[src/rtl/seq_detect_param.sv]
// Serial pattern detector with runtime-loadable pattern, length and overlap mode.
// Optional saturating match counter is built when SEQ_DET_CNT_EN is defined.
module seq_detect_param #(
    parameter int                 MAX_LEN = 8,
    parameter int                 LEN_W   = $clog2(MAX_LEN + 1),
    parameter logic [MAX_LEN-1:0] RST_PAT = 8'b0001_1110,
    parameter int                 RST_LEN = 5,
    parameter int                 CNT_W   = 8
) (
    input  logic               clk,
    input  logic               rst,
    input  logic               x,
    input  logic               en,
    input  logic               cfg_load,
    input  logic [MAX_LEN-1:0] cfg_pat,
    input  logic [LEN_W-1:0]   cfg_len,
    input  logic               cfg_overlap,
    output logic               y
`ifdef SEQ_DET_CNT_EN
    ,
    output logic [CNT_W-1:0]   match_cnt
`endif
);

    localparam int FILL_W = $clog2(MAX_LEN + 1);

    logic [MAX_LEN-1:0] pat_q;
    logic [LEN_W-1:0]   len_q;
    logic               ovl_q;
    logic [MAX_LEN-1:0] hist_q;
    logic [FILL_W-1:0]  fill_q;

    logic [MAX_LEN-1:0] window;
    logic [MAX_LEN-1:0] mask;
    logic               armed;
    logic               len_ok;
    logic               hit;
    int                 l_eff;

    // Compare the candidate window (history plus the incoming bit) against the
    // pattern over only the low L bits.
    always_comb begin
        l_eff  = (int'(len_q) > MAX_LEN) ? MAX_LEN : int'(len_q);
        len_ok = (l_eff >= 2);
        armed  = ((int'(fill_q) + 1) >= l_eff);
        window = {hist_q[MAX_LEN-2:0], x};
        mask   = '0;
        for (int i = 0; i < MAX_LEN; i++) begin
            mask[i] = (i < l_eff);
        end
        hit = (((window ^ pat_q) & mask) == '0);
        y   = !rst && en && !cfg_load && len_ok && armed && hit;
    end

    always_ff @(posedge clk) begin
        if (rst) begin
            pat_q  <= RST_PAT;
            len_q  <= LEN_W'(RST_LEN);
            ovl_q  <= 1'b1;
            hist_q <= '0;
            fill_q <= '0;
        end else if (cfg_load) begin
            pat_q  <= cfg_pat;
            len_q  <= cfg_len;
            ovl_q  <= cfg_overlap;
            hist_q <= '0;
            fill_q <= '0;
        end else if (en) begin
            if (y && !ovl_q) begin
                // Non-overlapping: the next occurrence must be built from fresh bits.
                hist_q <= '0;
                fill_q <= '0;
            end else begin
                hist_q <= window;
                if (int'(fill_q) < MAX_LEN) begin
                    fill_q <= fill_q + 1'b1;
                end
            end
        end
    end

`ifdef SEQ_DET_CNT_EN
    function automatic logic [CNT_W-1:0] sat_inc(input logic [CNT_W-1:0] v);
        return (v == {CNT_W{1'b1}}) ? v : v + 1'b1;
    endfunction

    always_ff @(posedge clk) begin
        if (rst || cfg_load) begin
            match_cnt <= '0;
        end else if (y) begin
            match_cnt <= sat_inc(match_cnt);
        end
    end
`endif

endmodule

[config.mk]
export PLATFORM = sky130hd
export DESIGN_NAME = seq_detect_param
export DESIGN_NICKNAME = d
export VERILOG_FILES = /design/src/rtl/seq_detect_param.sv
export SDC_FILE = /design/constraint.sdc
export NUM_CORES = 1
export LEC_CHECK = 0
export BUFFER_PORTS_ARGS = -buffer_cell sky130_fd_sc_hd__buf_4
export CAP_MARGIN = 20
export CORE_MARGIN = 2
export CORE_UTILIZATION = 35
export DETAILED_ROUTE_END_ITERATION = 10
export GPL_ROUTABILITY_DRIVEN = 0
export SYNTH_ARGS = -nofsm -noshare
export SYNTH_HDL_FRONTEND = slang
export SYNTH_SLANG_ARGS = --single-unit
export TNS_END_PERCENT = 20
[constraint.sdc]
create_clock -name clk -period 2 [get_ports clk]
set_input_delay 0.1 -clock clk [delete_from_list [all_inputs] [get_ports clk]]
set_output_delay 0.1 -clock clk [all_outputs]
set_load 0.1 [all_outputs]
# Word-level counts from Yosys, hierarchy flattened
# Cells that the tools add are included.
# word_totals
ff_bits,24
inputBits,18
out_inout_bits,1
word_cells,38
# op_classes
add_sub_neg,2
magnitude_cmp,12
muxes,4
bitwise,2
reduce_logical,13
# op_table
op,n
"< comparator 3 x 4 -> 1 bit, first input constant",4
two-way mux 4 bit,3
bitwise AND 8 bit,1
zero test 8 bit,1
"< comparator 1 x 4 -> 1 bit, first input constant",2
"< comparator 2 x 4 -> 1 bit, first input constant",2
bitwise XOR 8 bit,1
two-way mux 7 bit,1
logical AND 1 bit,6
"adder 4 x 1 -> 5 bit, second input constant",1
greater-or-equal comparator 5 x 4 -> 1 bit,1
"adder 4 x 1 -> 4 bit, second input constant",1
"greater-or-equal comparator 4 x 2 -> 1 bit, second input constant",1
"greater-than comparator 4 bit, second input constant",1
"< comparator 4 bit, second input constant",1
zero test 1 bit,3
AND reduction 2 bit,1
nonzero test 2 bit,1
OR reduction 2 bit,1

# Depth between registers and ports, before layout
# depth
word_depth,9
ltp_mapped,8
depth_no_buf,8

# Worst setup path after synthesis
# No wires, ideal clock.
# synth_timing
kind,register to output
startpoint,reg fill_q[0]
endpoint,out y
arrival_time_ns,3.286
slack_ns,-1.386
path_stages_with_launch,7
path_buffers,0
cell_sequence,dfxtp_1 ha_1 xor2_1 ha_1 o21ai_0 o21a_1 nor3_1
# synth_between
elab_chain_cells,4
# synth_rtl
element,line_no,rtl
start: declaration,31,logic [FILL_W-1:0] fill_q;
start signal: assignment,76,fill_q <= fill_q + 1'b1;
adder 4 x 1 -> 5 bit,45,armed = ((int'(fill_q) + 1) >= l_eff);
greater-or-equal comparator 5 x 4 -> 1 bit,45,
logical AND 1 bit (2 in series),52,y = !rst && en && !cfg_load && len_ok && armed && hit;
end: declaration,18,output logic y
# Every way passes these cells.

# Worst setup path after layout
# Same ends and word-level chain as after synthesis.

==> flow_metrics.py <==
metrics = {
    "job": {
        "max_cap_violation_count": 0,
    },
    "setup_path": {
        "r2r_start": "fill_q[0]",
        "worstSetupStartpoint": "fill_q[0]",
        "crit_path_top_delay_cell": "sky130_fd_sc_hd__dfxtp_4",
        "timing.critical_path.max_delay_family": "adder cells",
        "critical_path_arrival_ps": 2060,
        "cp_data_required_time_ps": 1900,
        "critical_path.max_fanout": 4,
        "critPathKind": "register to primary output",
        "worstSetupEndpointType": "primary output",
        "critPathLaunchType": "register",
        "cpPeakStageDelay_ps": 380,
        "crit_buf_inv": 2,
        "crit_chain": "ha_4 -> xor2_1 -> ha_1 -> o21ai_1 -> o21a_1 -> buf_6 -> nor3_4 -> buf_12",
        "timing.reg2reg.setup_slack_ps": -120,
    },
    "placement": {
        "detailed_place_hpwl_um": 1780,
        "placed_area_mm2": 0.00148,
        "placed_cells_incl_taps": 188,
        "placement.io_buffers": 18,
    },
    "layout": {
        "design_area_mm2": 0.00167,
        "finalNetCount": 184,
        "final_util_pct": 54.1,
        "post_layout_nonfiller_instances": 204,
        "area_growth_pct": 45.0,
        "insertedDiodeCount": 0,
        "final_layout_size_suffix_gt1_share_pct": 31.9,
    },
    "power_and_ir_drop": {
        "sw_frac_of_total_pct": 23.3,
        "comb_power_share_pct": 18.2,
        "p_clk_share_pct": 30.1,
        "internal_power_uw": 760,
        "switchingPower_uw": 231,
        "highest_ir_drop_seen_on_vdd_mv": 0.363,
        "p_leak_nw": 0.761,
        "power.sequential.fraction_pct": 51.6,
        "p_per_area_mw_per_mm2": 595,
    },
    "hold_path": {
        "holdCritStartpoint": "cfg_pat[0]",
        "hp-class": "primary input to register",
    },
    "clock_tree": {
        "insertion_delay_ps": 320,
        "cts_tree": "built",
        "cts_sinks": 24,
        "htree_num_levels": 1,
        "cts_made_buffers": 3,
        "cts.clk_slew.worst_paths_ps": 130,
        "master_cell_of_the_clock_root_buffer": "sky130_fd_sc_hd__clkbuf_4",
        "clk_path_buf_depth": 2,
    },
    "synthesis": {
        "synth_sequential_area_ratio_pct": 41.8,
        "flip_flop_and_latch_count_after_synthesis": 24,
        "syn_area_mm2": 0.00115,
        "synth_cell_type_count": 34,
        "prevailing_post_synth_register_cell": "sky130_fd_sc_hd__dfxtp_1",
        "synthesis.instances": 113,
        "synth_fp_nets": 136,
        "synth_edf_count": 0,
        "synth_async_sr_flop_share_pct": 0,
        "yosys_warnings": 0,
        "syn_area_per_cell_um2": 10.2,
    },
    "run_status": {
        "run_status": "finished with violations",
        "violated_checks": "setup timing",
    },
    "global_route": {
        "grt_pass1_wl_um": 4150,
        "grt_pass1_vias": 983,
        "largest_net_degree_at_the_start_of_global_routing": 22,
        "grt_usage_pct": 15.3,
        "initial_antenna_violation_count": 0,
        "grt_overflow_total": 0,
    },
    "drt": {
        "remaining_drc_errors": 0,
        "num_vias": 971,
        "postRouteAntennaNets": 0,
        "wl_per_cell_um": 11.7,
        "postRouteWirelength_um": 2390,
        "drtIter0Drc": 11,
        "viasPerCell": 4.76,
        "drt_pre_antenna_iters": 4,
    },
    "timing": {
        "rsz_0062_raised_after_global_routing": "true",
        "final_period_minus_worst_setup_slack_ps": 2160,
        "fin_skew_ps": 4.33,
        "timing_max_transition_violations_final": 0,
        "worstMarginPinSlew_ps": 719,
        "max_freq_mhz": 463,
        "final_min_period_over_clock_period_pct": 108,
        "max_slew_margin_pct": 51.7,
        "final_critical_path_setup_slack_ps": -161,
        "endpoints_failing_setup": 12,
        "hold_viol_final": 0,
    },
    "floorplanning": {
        "core_area_mm2": 0.00308,
        "die_h_um": 61.3,
        "initial_core_util_pct": 37.3,
        "rows": 20,
        "ioPinCount": 19,
        "die_x_um": 61.3,
        "fp.dieArea_mm2": 0.00376,
    },
}
==> per-layer routing <==
| layer | global-route usage (%) | vias up | routed length, µm |
|---|---|---|---|
| met1 | 16.8 | 443 | 1030 |
| met5 | 0 | - | 0 |
| li1 | - | 510 | - |
| met4 | 5.59 | 0 | 35 |
| met2 | 28.7 | 13 | 1260 |
| met3 | 3.15 | 5 | 56 |
==> path summary, 6_finish.rpt <==
path,end,cells after the start
worst min register to register,hist_q[6],1
worst max register to register,hist_q[5],8
worst max-delay path,y,8
worst min-delay path,pat_q[0],3
==> power by group through the flow <==
stage,Combinational [mW],Sequential (mW),Clock [mW]
after global placement,0.158,0.522,0
after global routing,0.201,0.514,0.329
after detailed placement,0.161,0.522,0
after floorplan,0.0835,0.522,0
after CTS,0.181,0.512,0.309
final,0.181,0.512,0.299
==> final cells by class <==
type | instances | area [µm²]
sequential | 24 | 488
inverter | 1 | 3.75
timing repair buffer | 46 | 387
fill | 297 | 1410
clock buffer | 4 | 47.5
multi-input combinational | 85 | 684
tap | 44 | 55.1
==> cells in the mapped netlist (all sizes together), types with 2 or more instances <==
library cell   n  share of area (%)
and3           4                2.2
dfxtp         24                 42
nand2b         2                1.1
nor2           9                3.2
nand3          3                1.3
a22o           7                5.3
xnor2          4                3.0
clkbuf         2               0.65
a211o          7                5.3
xor2           8                6.1
ha             5                5.4
nor2b          8                4.4
o21ai          2               0.87
a31oi          2                1.1
mux2i          6                5.2
nor3           2               0.87
nand2          2               0.65
==> cells by family (layout without fill, tap and decap cells) <==
family / after synthesis / in the layout / share of synthesized area (%)
xor gates and xnor gates: 12 / 12 / 9.15
buffers and inverters: 4 / 51 / 1.31
and+or+nand+nor: 34 / 34 / 15.9
muxes: 7 / 7 / 6.21
AOI/OAI and AO/OA: 27 / 27 / 20.2
DFF: 24 / 24 / 41.8
adders and majority gates: 5 / 5 / 5.45
==> flip-flops by register name, summed over array words and instances (netlist names) <==
| register | flops |
|---|---|
| fill_q | 4 |
| hist_q | 7 |
| pat_q | 8 |
| ovl_q | 1 |
| len_q | 4 |
==> repair_timing <==
| action | 4_1_cts | 5_1_grt |
|---|---|---|
| pin swaps | 4 | 2 |
| hold endpoints to repair | 10 | 0 |
| buffers inserted | 2 | 0 |
| endpoints found under the setup margin | 12 | 12 |
| hold buffers | 10 | 0 |
| gates resized for setup | 6 | 2 |
==> cell usage in the layout, fill, tap and decap left out, types with 4 or more instances in the layout <==
| cell type | instances |
|---|---|
| sky130_fd_sc_hd__buf_4 | 34 |
| sky130_fd_sc_hd__dfxtp_1 | 20 |
| sky130_fd_sc_hd__dlygate4sd3_1 | 10 |
| sky130_fd_sc_hd__xor2_1 | 8 |
| sky130_fd_sc_hd__nor2_1 | 8 |
| sky130_fd_sc_hd__nor2b_1 | 8 |
| sky130_fd_sc_hd__a211o_1 | 7 |
| sky130_fd_sc_hd__a22o_1 | 7 |
| sky130_fd_sc_hd__mux2i_1 | 6 |
| sky130_fd_sc_hd__xnor2_1 | 4 |
| sky130_fd_sc_hd__and3_1 | 4 |
| sky130_fd_sc_hd__ha_1 | 4 |
==> stage by stage <==
| step | setup slack (ps) | hold WS (ps) | power [mW] | setup TNS (ps) |
|---|---|---|---|---|
| floorplan | -65.7 | 199 | 0.605 | -580 |
| global placement | -88.5 | 305 | 0.680 | -766 |
| detailed placement | -154 | 308 | 0.683 | -1520 |
| CTS | -154 | 5.41 | 1.00 | -1400 |
| global route | -245 | 17.2 | 1.04 | -2020 |
| finish | -161 | 10.8 | 0.991 | -1300 |
==> worst min-delay path, cell delays in order <==
cell,delay [ps]
sky130_fd_sc_hd__buf_4,70
sky130_fd_sc_hd__mux2i_1,50
sky130_fd_sc_hd__nor2_1,70
Note: power is estimated with default switching activity, not from simulation.
